--- src/rtl/hw_stack.sv ---
// LIFO data stack answering the decoder's stack_en/stack_rw/stack_rst lines.
// Latency: the popped word appears on dout one cycle after the pop edge. There is no backpressure: overflow and underflow set sticky flags.
module hw_stack #(
  parameter int WIDTH = 16,
  parameter int PTR_W = 4
) (
  input  logic             CLK,
  input  logic             RST,
  input  logic             stack_en,
  input  logic             stack_rw,
  input  logic             stack_rst,
  input  logic [WIDTH-1:0] din,
  output logic [WIDTH-1:0] dout,
  output logic             empty,
  output logic             full,
  output logic [PTR_W:0]   count,
  output logic             ovf,
  output logic             udf,
  output logic             pop_ack
);

  localparam int             DEPTH_N = 1 << PTR_W;
  localparam logic [PTR_W:0] DEPTH   = {1'b1, {PTR_W{1'b0}}};
  localparam logic [PTR_W:0] ONE_C   = {{PTR_W{1'b0}}, 1'b1};

  logic [WIDTH-1:0] mem_q [0:DEPTH_N-1];

  logic [PTR_W:0]   count_q, count_d;
  logic [WIDTH-1:0] dout_q, dout_d;
  logic             ovf_q, ovf_d;
  logic             udf_q, udf_d;
  logic             pop_ack_q, pop_ack_d;
  logic             pop_seen_q, pop_seen_d;

  logic             push_req, pop_req;
  logic             mem_we;
  logic [PTR_W-1:0] wr_idx, rd_idx;

  assign empty = (count_q == '0);
  assign full  = (count_q == DEPTH);

  // sp is the low bits of count; the top entry sits one below it
  assign wr_idx = count_q[PTR_W-1:0];
  assign rd_idx = count_q[PTR_W-1:0] - ONE_C[PTR_W-1:0];

  // A held POP level counts once; any non-POP cycle re-arms the detector
  assign push_req = stack_en & ~stack_rw;
  assign pop_req  = stack_en & stack_rw & ~pop_seen_q;

  always_comb begin
    count_d    = count_q;
    dout_d     = dout_q;
    ovf_d      = ovf_q;
    udf_d      = udf_q;
    pop_ack_d  = 1'b0;
    pop_seen_d = stack_en & stack_rw;
    mem_we     = 1'b0;
    if (stack_rst) begin
      count_d    = '0;
      dout_d     = '0;
      ovf_d      = 1'b0;
      udf_d      = 1'b0;
      pop_seen_d = 1'b0;
    end else if (push_req) begin
      if (full) begin
        ovf_d = 1'b1;
      end else begin
        mem_we  = 1'b1;
        count_d = count_q + ONE_C;
      end
    end else if (pop_req) begin
      pop_ack_d = 1'b1;
      if (empty) begin
        dout_d = '0;
        udf_d  = 1'b1;
      end else begin
        dout_d  = mem_q[rd_idx];
        count_d = count_q - ONE_C;
      end
    end
  end

  always_ff @(posedge CLK) begin
    if (RST) begin
      count_q    <= '0;
      dout_q     <= '0;
      ovf_q      <= 1'b0;
      udf_q      <= 1'b0;
      pop_ack_q  <= 1'b0;
      pop_seen_q <= 1'b0;
    end else begin
      count_q    <= count_d;
      dout_q     <= dout_d;
      ovf_q      <= ovf_d;
      udf_q      <= udf_d;
      pop_ack_q  <= pop_ack_d;
      pop_seen_q <= pop_seen_d;
    end
  end

  always_ff @(posedge CLK) begin
    if (mem_we && !RST) begin
      mem_q[wr_idx] <= din;
    end
  end

  assign dout    = dout_q;
  assign count   = count_q;
  assign ovf     = ovf_q;
  assign udf     = udf_q;
  assign pop_ack = pop_ack_q;

endmodule
--- config.mk ---
export PLATFORM = sky130hd
export DESIGN_NAME = hw_stack
export DESIGN_NICKNAME = d
export VERILOG_FILES = /design/src/rtl/hw_stack.sv
export SDC_FILE = /design/constraint.sdc
export NUM_CORES = 1
export LEC_CHECK = 0
export CAP_MARGIN = 20
export CORE_ASPECT_RATIO = 0.9
export CORE_UTILIZATION = 55
export DETAILED_ROUTE_END_ITERATION = 16
export HOLD_SLACK_MARGIN = 0.08
export MAX_ROUTING_LAYER = met4
export PLACE_DENSITY = 0.76
export SLEW_MARGIN = 20
export SYNTH_ARGS = -nofsm -noshare
export SYNTH_HDL_FRONTEND = slang
export SYNTH_SLANG_ARGS = --single-unit
--- constraint.sdc ---
create_clock -name CLK -period 8.08 [get_ports CLK]
set_input_delay 2.02 -clock CLK [delete_from_list [all_inputs] [get_ports CLK]]
set_output_delay 2.02 -clock CLK [all_outputs]
set_load 0.05 [all_outputs]
Yosys cells after proc, flatten, opt, wreduce, memory -nomap -nowiden
Memory sizes are Yosys's and may differ from the RTL's.
Index checks and enable logic that the tools add are counted.
{ "op_classes": {"addsub": 3, "multipliers": 0, "div": 0, "magnitude_cmp": 0, "n_eq_ne": 3, "n_shift": 0, "n_mux": 11, "bitwise_logic": 6, "n_reduce_logical": 10} }
{ "op_table": {"columns": ["op", "n"], "rows": [
  ["$mux W5", 4],
  ["$mux W16", 1],
  ["$mux W1", 6],
  ["$reduce_and A3 Y1", 2],
  ["$add A5 B1 Y5 const B", 1],
  ["$eq A5 B5 Y1 const B", 1],
  ["$logic_not A5 Y1", 1],
  ["$sub A5 B1 Y5 const B", 1],
  ["$reduce_and A2 Y1", 2],
  ["$sub A4 B1 Y4 const B", 1],
  ["$and A1 B1 Y1", 3],
  ["$not A1 Y1", 3],
  ["$reduce_or A3 Y1", 1],
  ["$ne A2 B1 Y1 const B", 1],
  ["$ne A2 B2 Y1 const B", 1],
  ["$reduce_bool A2 Y1", 1],
  ["$reduce_or A2 Y1", 1],
  ["$logic_and A1 B1 Y1", 1],
  ["$logic_not A1 Y1", 1]
]} }
{ "word_totals": {"regBits": 25, "latchBits": 0, "ramBits": 256, "romBits": 0, "in_bits": 21, "wordCells": 40, "mem_count": 1} }
{ "memory_table": {"columns": ["memory", "words", "width", "rd", "rd_ports_with_merged_regs", "wr", "line", "rtl"], "rows": [
  ["mem_q", 16, 16, 1, 0, 1, "26", "logic [WIDTH-1:0] mem_q [0:DEPTH_N-1];"]
]} }

Logic depth before layout (Yosys ltp)
Gate-level depths: netlist of run 1.
{ "logic_depth": {"word_depth": 7, "ltp_mapped": 10, "ltp_nobuf": 8} }

Worst setup path before layout of run 1
OpenSTA, ideal clock, no wires.
{ "synth_path": {"path_kind": "reg-to-output", "start": "register count_q[0] (netlist: count[0])", "end": "output full", "arrival_time_ns": 2.581, "t_required_ns": 6.060, "path_slack_ns": 3.479, "path_stages_with_launch": 6, "path_cell_list": "dfxtp_1 -> buf_2 -> buf_2 -> inv_1 -> ha_1 -> nor4bb_2"} }
{ "synth_via": {"elab_chain_len": 1} }
{ "synth_rtl": {"columns": ["element", "line", "rtl"], "rows": [
  ["start, declared", "28", "logic [PTR_W:0] count_q, count_d;"],
  ["start signal, assigned", "92", "count_q <= count_d;"],
  ["$eq A5 B5 Y1", "40", "assign full = (count_q == DEPTH);"],
  ["end, declared", "15", "output logic full,"]
]} }
Every way passes these cells.

Worst setup path in the final report of run 1
{ "layout_path": {"start": "register count_q[1] (netlist: count[1])", "end": "output full"} }
The elaborated chain is that of the path after synthesis.

==> results by group, run 1 <==
Outcome
  – Status: completed

Route
  – Post-route antenna net violation count: 0
  – DRT met1 WL: 9630 um
  – Total wire length: 23,100 um
  – Met2 WL: 11,100 um
  – DR top layer: met4
  – Vias: 5,365
  – First-pass DRT Iterations: 4
  – 1st-iter DRT viols: 543
  – Routed len/inst: 26.7 um
  – Average vias per placed instance: 6.20
  – DRC: 0
  – Met3 wire len: 1770 um

Critical path
  – Buffers & Inverters on Critical Path: 2
  – Kind of critical path: register to primary output
  – Slowest-stage cell, CP: clkdlybuf4s50_1
  – Worst path arrival time: 2850 ps
  – RR Endpoint: dout[15]
  – Cell count along the critical path: 4
  – Critical path, cell by cell: inv_1 > ha_2 > nor4bb_2 > clkdlybuf4s50_1
  – CP Data Required Time: 6060 ps
  – CP max FO: 8
  – CP startpoint: count[1]
  – R2R Setup Slk: 4370 ps
  – CP max stage delay: 910 ps
  – R2r worst-path depth: 7
  – Reg2reg start: count[1]
  – Setup crit end: full
  – Crit. End Element: primary output
  – Crit start category: register
  – Family with the most delay on the worst path: buffers and inverters

Logic synthesis
  – Number of synthesized flops with an enable pin: 256
  – Ys async rst share: 0
  – Ys Warns: 0
  – Compound-cell area share of the yosys netlist: 0.0446
  – Post-synthesis mux area share: 0.134
  – Combinational family with the most area after synthesis: multiplexers
  – Post-Syn Instances: 530
  – Top FF cell, synth: edfxtp_1
  – Syn_nets: 560
  – Distinct cells, synth: 41
  – Mapped Area: 0.0110 mm2
  – Register bit total from synthesis: 281
  – Synth Area in Simple Gates: 0.0401
  – Adder-Cell Fraction of Synth Area: 0.0109
  – Post-Synth XOR/XNOR Area: 0.00718
  – Mapped Avg Cell Area: 20.7 um2
  – Seq/Total Area, Yosys: 0.746

Placement
  – Dpl ws: 3110 ps
  – Final HPWL DP: 14,100 um
  – Port Buffers: 46
  – GPL Wtd Cong: 0.793

Global route
  – Largest net degree at the start of global routing: 65
  – Global Route Usage Sum: 0.246
  – Grt total ovfl: 0
  – Number of global-route vias before repair: 5,516
  – Global-route wire length before repair: 34,700 um
  – Initial antenna violation count: 0

Cells and area
  – Layout cell share with drive strength beyond 1: 0.249
  – Final Net Count: 624
  – Layout area overhead: 14.8%
  – Ant. Diodes: 0
  – Register area: 0.00819 mm2
  – Fill cells: 1,257
  – Multi-input logic area: 0.00262 mm2
  – Commonest non-fill, non-tap cells in the layout: edfxtp_1, mux4_2, clkdlybuf4s50_1
  – Most common cell after layout, fill and taps aside: edfxtp_1

Die
  – Die Footprint: 0.0205 mm2
  – Initial Utilization: 0.567
  – Die Y: 136 um
  – # IOs: 47
  – Rows: 48
  – Die width: 151 um
  – Core area: 0.0193 mm2

Clock tree
  – Hold bufs inserted after CTS: 0
  – Post-CTS sizing: 0
  – TritonCTS Sinks: 281
  – Clk slew on worst S/H paths: 60 ps
  – H-tree levels: 1
  – Clock latency on the worst-skew pair: 550 ps
  – Maximum root-to-sink buffer count: 3
  – Root Driver: clkbuf_16
  – Setup Fix Bufs, Post-CTS: 0
  – CTS tree: yes
  – Number of buffers created by CTS: 28

Pwr
  – Pwr dens: 244 mW/mm2
  – Worst ir drop on vdd: 0.196 mV
  – Leakage Power: 3.94 nW

Timing
  – Total Neg Setup Slack: 0 ps
  – Tcrit/Tclk final: 0.602
  – Slew @ Worst Pin: 929 ps
  – Final setup violating endpoints: 0
  – Max Slew Vio Count: 0
  – Normalized max-slew margin: 0.380
  – Max Freq: 205 MHz
  – Final WS setup: 3210 ps
  – Fin. Hold Viols: 0
  – Fin Clk Skew: 18.7 ps
  – Tmin final: 4870 ps
  – Unrepaired setup endpoints after global routing: no

Worst hold path
  – Hold_sp: dout[2]
  – Class of the worst hold path: register to register

Run
  – Max cap viols: 0
-- through the flow --
stage | instances | hold slack, ps | instance area (um2) | power, mW | util
after floorplan | 530 | 439 | 11000 | 1.78 | -
after global placement | 814 | 443 | 11700 | 1.86 | 0.606
after detailed placement | 814 | 445 | 11700 | 1.86 | 0.606
after CTS | 865 | 454 | 12600 | 3.09 | 0.651
after global routing | 865 | 487 | 12600 | 3.15 | 0.651
final | 865 | 451 | 12600 | 3.07 | 0.651
-- tightest hold or removal path: cells and delay by family, from the launching register on --
family | cells | cell delay (ps)
flops | 1 | 320
simple gates | 1 | 60
compound gates | 1 | 50
-- how the worst min path moves through the flow --
stage,endpoint,cells past startpoint
2_1_floorplan,pop_ack,1
3_3_place_gp,dout[2],2
3_5_place_dp,dout[2],2
4_1_cts,dout[2],2
5_1_grt,dout[2],2
6_report,dout[2],2
-- state kept, by name (all words and copies together), names as in the netlist --
| register | cells |
|---|---|
| count | 5 |
| dout | 16 |
| mem_q | 256 |
| ovf | 1 |
| pop_ack | 1 |
| pop_seen_q | 1 |
| udf | 1 |
-- layer usage --
| metal | up-vias | global-route usage |
|---|---|---|
| met1 | 2785 | 0.347 |
| met3 | 51 | 0.0446 |
| met4 | 0 | 0.0794 |
| met2 | 219 | 0.368 |
| met5 | - | - |
| li1 | 2310 | - |
-- layout make-up --
type                            instances  share of cell area
Sequential cell                       281               0.650
Multi-Input combinational cell        217               0.208
Clock buffer                           39              0.0605
Timing Repair Buffer                   59              0.0443
Tap cell                              250              0.0248
Clock inverter                         12             0.00944
Inverter                                7             0.00209
-- power by group --
group          leakage, nW  total, mW  switching [mW]  internal (mW)
clock network        0.427       1.24           0.524          0.720
registers             2.50       1.60         0.00631           1.59
logic                 1.00      0.230           0.137         0.0930
-- kinds of logic after synthesis --
family	Yosys count
XOR/XNOR	6
buffers and inverters	32
multiplexers	67
adder cells (fa/ha/maj)	9
AND/OR/NAND/NOR	78
AO/OA/AOI/OAI	57
flip-flops	281
-- synthesized netlist by cell type, types with 2 or more instances --
cell      number  area (um2)
edfxtp_1     256        7690
mux4_2        64        1440
dfxtp_1       25         500
nand2_1       19        71.3
nor2b_1       16         100
a211oi_1      15         113
nor2_1        15        56.3
a221oi_2      10         150
clkbuf_1      10        37.5
o21ai_2       10        87.6
and2_1         8        50.1
ha_1           8         100
inv_1          7        26.3
a21oi_1        6        30.0
a221oi_1       6        52.6
o21ai_1        6        30.0
buf_2          5        25.0
buf_4          5        37.5
buf_6          5        56.3
nor3_1         5        25.0
nor2_4         3        33.8
xnor2_1        3        26.3
a21o_1         2        15.0
mux2i_1        2        20.0
nor3b_1        2        15.0
or2_2          2        12.5
No activity file was read; power rests on OpenSTA's default activity.
==> run 2, diff against run 1 <==
- clock period: 8.08 -> 4.58 ns (I/O delays scaled with it)
==> run 2 against run 1 <==
Against the previous run: routed wire length is 10% lower; global-route usage shrank 2.3 points; cell count is the same; final area fell by 0.33%; register-to-register slack got worse by 3000 ps; sequential cell count unchanged; critical endpoint unchanged; highest routed layer unchanged.
==> results by group, run 2 (synthesis results as in run 1) <==
Outcome
  – Status: completed

Die
  – Rows: 48 (unchanged)
  – Initial Utilization: 0.567 (unchanged)
  – Core area: 0.0193 mm2 (unchanged)
  – Die Footprint: 0.0205 mm2 (unchanged)
  – Die width: 151 um (unchanged)
  – Die Y: 136 um (unchanged)
  – # IOs: 47 (unchanged)

Cells and area
  – Commonest non-fill, non-tap cells in the layout: edfxtp_1, mux4_2, clkdlybuf4s50_1
  – Final Net Count: 628 (+0.64%)
  – Max reg flops: 256 (unchanged)
  – Ant. Diodes: 0 (unchanged)
  – Layout cell share with drive strength beyond 1: 0.254 (+0.00488)
  – Register area: 0.00819 mm2 (unchanged)
  – Largest Register: mem_q
  – Most common cell after layout, fill and taps aside: edfxtp_1
  – Multi-input logic area: 0.00263 mm2 (about the same)
  – Fill cells: 1,301 (+3.5%)
  – Layout area overhead: 14.4%

Clock tree
  – Hold bufs inserted after CTS: 0 (unchanged)
  – TritonCTS Sinks: 281 (unchanged)
  – H-tree levels: 1 (unchanged)
  – CTS tree: yes
  – Post-CTS sizing: 0 (unchanged)
  – Number of buffers created by CTS: 26 (-7.1%)
  – Clk slew on worst S/H paths: 60 ps (about the same)
  – Maximum root-to-sink buffer count: 3 (unchanged)
  – Clock latency on the worst-skew pair: 520 ps (-30 ps)
  – Setup Fix Bufs, Post-CTS: 0 (unchanged)
  – Root Driver: clkbuf_16

Global route
  – Initial antenna violation count: 0 (unchanged)
  – Grt total ovfl: 0 (unchanged)
  – Largest net degree at the start of global routing: 65 (unchanged)
  – Global-route wire length before repair: 32,100 um (-7.3%)
  – Global Route Usage Sum: 0.223 (-0.0231)
  – Number of global-route vias before repair: 5,301 (-3.9%)

Route
  – First-pass DRT Iterations: 5 (+1)
  – Average vias per placed instance: 6.11 (-1.5%)
  – Routed len/inst: 24.1 um (-10%)
  – DRC: 0 (unchanged)
  – 1st-iter DRT viols: 499 (-8.1%)
  – Total wire length: 20,800 um (-10%)
  – Post-route antenna net violation count: 0 (unchanged)
  – Vias: 5,286 (-1.5%)

Critical path
  – Crit start category: register
  – R2R Setup Slk: 1380 ps (-2990 ps)
  – Setup crit end: full
  – CP startpoint: count[1]
  – CP max stage delay: 900 ps (about the same)
  – R2r worst-path depth: 7 (unchanged)
  – Worst path arrival time: 2690 ps (-160 ps)
  – Reg2reg start: count[1]
  – Slowest-stage cell, CP: clkdlybuf4s50_1
  – Kind of critical path: register to primary output
  – Critical path, cell by cell: inv_1 > ha_2 > nor4bb_2 > clkdlybuf4s50_1
  – RR Endpoint: dout[9]
  – Crit. End Element: primary output
  – CP Data Required Time: 3430 ps (-2630 ps)
  – CP max FO: 8 (unchanged)

Timing
  – Final WS setup: 743 ps (-2470 ps)
  – Tmin final: 3840 ps
  – Max Freq: 261 MHz
  – Max Slew Vio Count: 0 (unchanged)
  – Slew @ Worst Pin: 1060 ps (+129 ps)
  – Final setup violating endpoints: 0 (unchanged)
  – Normalized max-slew margin: 0.291 (-0.0898)
  – Fin. Hold Viols: 0 (unchanged)
  – Fin Clk Skew: 6.60 ps (-12.1 ps)
  – Unrepaired setup endpoints after global routing: no
  – Total Neg Setup Slack: 0 ps (unchanged)
  – Tcrit/Tclk final: 0.838

Placement
  – GPL Wtd Cong: 0.876 (+10%)
  – Port Buffers: 46 (unchanged)
  – Final HPWL DP: 13,300 um (-5.6%)
  – Dpl ws: 637 ps (-2470 ps)

Pwr
  – Tot Pwr: 5.20 mW (+69%)
  – Pwr dens: 415 mW/mm2 (+70%)
  – Worst ir drop on vdd: 0.339 mV (+73%)
  – Leakage Power: 3.93 nW (-0.19%)

Worst hold path
  – Class of the worst hold path: register to register

Run
  – Max cap viols: 0 (unchanged)
run 2: cell type report:
class,count,share of cell area
timing repair buffer,65,0.0491
multi-input combinational,217,0.209
inverter,7,0.00209
clock buffer,32,0.0553
sequential,281,0.653
clock inverter,13,0.00678
tap,250,0.0249
run 2: how the worst min path moves through the flow:
| stage | cells after the start | endpoint | slack, ps | from |
|---|---|---|---|---|
| final | 2 | dout[7] | 460 | dout[7] |
| after global routing | 2 | dout[14] | 490 | dout[14] |
| after CTS | 2 | dout[7] | 460 | dout[7] |
| after detailed placement | 2 | dout[14] | 450 | dout[14] |
| after global placement | 2 | dout[14] | 460 | dout[14] |
| after floorplan | 1 | pop_ack | 440 | pop_seen_q |
run 2: routing by layer:
layer  share of wire  GRT usage  vias up
met2            0.47      0.323      178
met1            0.45      0.334     2780
met3           0.059     0.0329       30
met4           0.020     0.0600        0
li1                -          -     2298
met5               0          -        -
run 2: worst max-delay path: cells and delay by family (launching register included):
kind / cells / cell delay, ps
fa+ha+maj: 1 / 230
flops: 1 / 420
buf+inv: 2 / 1060
simple gates: 1 / 470
run 2: power by group:
part | total [mW] | switching, mW | internal (mW)
clock | 1.98 | 0.861 | 1.12
combinational | 0.401 | 0.234 | 0.167
sequential | 2.82 | 0.0110 | 2.81
total | 5.20 | 1.11 | 4.10
run 2: stage by stage:
stage / cells / area, um2 / hold slack, ps / util
2_1_floorplan: 530 / 11000 / 439 / -
3_3_place_gp: 820 / 11800 / 456 / 0.609
3_5_place_dp: 820 / 11800 / 449 / 0.609
4_1_cts: 865 / 12500 / 459 / 0.649
5_1_grt: 865 / 12500 / 490 / 0.649
6_report: 865 / 12500 / 461 / 0.649
==> run 3, diff against run 2 <==
- clock period: 4.58 -> 3.55 ns (I/O delays scaled with it)
==> run 3 against run 2 <==
Against the previous run: global-route usage is 1.1 points higher; clock skew increased by 7.9 ps; non-clock buffer count up 16; worst hold slack lost 5.7 ps; cell count increased by 2.3%; routed wire length is 5.2% higher; first-iteration DRC count rose by 3.6%; largest power group unchanged; clock power increased by 45%; combinational power rose by 34%; sequential cell count did not move; utilization grew 1.9 points.
==> results by group, run 3 (synthesis results as in run 1) <==
Critical path
  – Crit. End Element: primary output
  – CP max FO: 14 (+6)
  – CP max stage delay: 940 ps (+40 ps)
  – Crit start category: register
  – Family with the most delay on the worst path: buffers and inverters
  – Buffers & Inverters on Critical Path: 1 (-1)
  – CP Data Required Time: 2660 ps (-770 ps)
  – Kind of critical path: register to primary output
  – Slowest-stage cell, CP: clkdlybuf4s50_1
  – Critical path, cell by cell: clkdlybuf4s50_1
  – Worst path arrival time: 2270 ps (-420 ps)

Placement
  – Port Buffers: 46 (unchanged)
  – Placed inst area: 0.0120 mm2 (+2.0%)
  – Final HPWL DP: 14,100 um (+5.8%)
  – GPL Wtd Cong: 0.817 (-6.7%)

Die
  – Initial Utilization: 0.567 (unchanged)
  – Core area: 0.0193 mm2 (unchanged)
  – Die width: 151 um (unchanged)
  – Rows: 48 (unchanged)
  – Die Y: 136 um (unchanged)
  – Die Footprint: 0.0205 mm2 (unchanged)
  – # IOs: 47 (unchanged)

Global route
  – Global Route Usage Sum: 0.234 (+0.0114)
  – Grt total ovfl: 0 (unchanged)
  – Number of global-route vias before repair: 5,514 (+4.0%)
  – Initial antenna violation count: 0 (unchanged)
  – Largest net degree at the start of global routing: 50 (-23%)
  – Global-route wire length before repair: 33,000 um (+2.8%)

Timing
  – Fin Clk Skew: 14.5 ps (+7.86 ps)
  – Fin. Hold Viols: 0 (unchanged)
  – Unrepaired setup endpoints after global routing: no
  – Max Freq: 316 MHz
  – Max Slew Vio Count: 0 (unchanged)
  – Tcrit/Tclk final: 0.891
  – Slew @ Worst Pin: 774 ps (-284 ps)
  – Final setup violating endpoints: 0 (unchanged)
  – Total Neg Setup Slack: 0 ps (unchanged)
  – Tmin final: 3160 ps
  – WHS: 455 ps (-5.68 ps)
  – Normalized max-slew margin: 0.483 (+0.192)

Route
  – Vias: 5,366 (+1.5%)
  – Post-route antenna net violation count: 0 (unchanged)
  – DRC: 0 (unchanged)
  – Average vias per placed instance: 6.06 (-0.78%)
  – Routed len/inst: 24.7 um (+2.8%)
  – Total wire length: 21,900 um (+5.2%)
  – First-pass DRT Iterations: 5 (unchanged)
  – 1st-iter DRT viols: 517 (+3.6%)

Cells and area
  – Largest Register: mem_q
  – Max reg flops: 256 (unchanged)
  – Final Core Density: 0.668 (+0.0186)
  – Fill cells: 1,236 (-5.0%)
  – Most common cell after layout, fill and taps aside: edfxtp_1
  – Layout area overhead: 17.7%
  – Ant. Diodes: 0 (unchanged)
  – Layout cell share with drive strength beyond 1: 0.282 (+0.0282)
  – Final Net Count: 645 (+2.7%)
  – Final Cell Area: 0.0129 mm2 (+2.9%)
  – Commonest non-fill, non-tap cells in the layout: edfxtp_1, mux4_2, clkdlybuf4s50_1

Pwr
  – Clock network power share: 0.408 (+0.027)
  – Int Pwr: 5.59 mW (+36%)
  – Reg power frac: 0.516 (-0.026)
  – Power share of the combinational group: 0.076 (about the same)
  – Tot Pwr: 7.05 mW (+35%)
  – Sw Share: 0.207 (-0.00514)
  – Pwr dens: 546 mW/mm2 (+32%)
  – Psw: 1.46 mW (+32%)
  – Worst ir drop on vdd: 0.446 mV (+32%)
  – Leakage Power: 4.11 nW (+4.5%)

Outcome
  – Status: completed

Clock tree
  – Clock latency on the worst-skew pair: 520 ps (about the same)
  – CTS tree: yes
  – Number of buffers created by CTS: 27 (+3.8%)
  – Maximum root-to-sink buffer count: 3 (unchanged)
  – Clk slew on worst S/H paths: 60 ps (about the same)
  – H-tree levels: 1 (unchanged)
  – Root Driver: clkbuf_16
  – Hold bufs inserted after CTS: 0 (unchanged)
  – TritonCTS Sinks: 281 (unchanged)
  – Setup Fix Bufs, Post-CTS: 0 (unchanged)
  – Post-CTS sizing: 0 (unchanged)

Run
  – Max cap viols: 0 (unchanged)

Worst hold path
  – Class of the worst hold path: register to register
[run 3: cell type report]
cell class / instances / area, um2 / area share
tap: 250 / 313 / 0.0242
timing repair buffer: 81 / 856 / 0.0663
clock inverter: 8 / 114 / 0.00882
sequential: 281 / 8190 / 0.634
clock buffer: 41 / 788 / 0.0611
inverter: 7 / 26.3 / 0.00204
multi-input combinational: 217 / 2620 / 0.203
[run 3: layer usage]
metal	wire (um)	global-route usage	part of all wire
met5	0	-	0
met4	535	0.0628	0.024
met3	1330	0.0366	0.061
met2	10800	0.368	0.49
met1	9260	0.324	0.42
[run 3: path summary, 6_finish.rpt]
| check | slack [ps] | from | depth (start not counted) | to |
|---|---|---|---|---|
| max | 390 | count[2] | 1 | count[2] |
| max reg2reg | 890 | count[1] | 7 | dout[7] |
| min reg2reg | 460 | dout[15] | 2 | dout[15] |
| min | 460 | dout[15] | 2 | dout[15] |
[run 3: power groups by stage]
| stage | clock [mW] | combinational (mW) | sequential [mW] |
|---|---|---|---|
| after floorplan | 0 | 0.327 | 3.73 |
| after global placement | 0 | 0.528 | 3.70 |
| after detailed placement | 0 | 0.538 | 3.71 |
| after CTS | 2.91 | 0.545 | 3.64 |
| after global routing | 3.03 | 0.577 | 3.64 |
| final | 2.88 | 0.539 | 3.64 |
[run 3: per-stage QoR]
step,setup slack [ps],instances
after floorplan,81.6,530
after detailed placement,250,836
after global placement,300,836
after global routing,298,885
final,389,885
after CTS,376,885
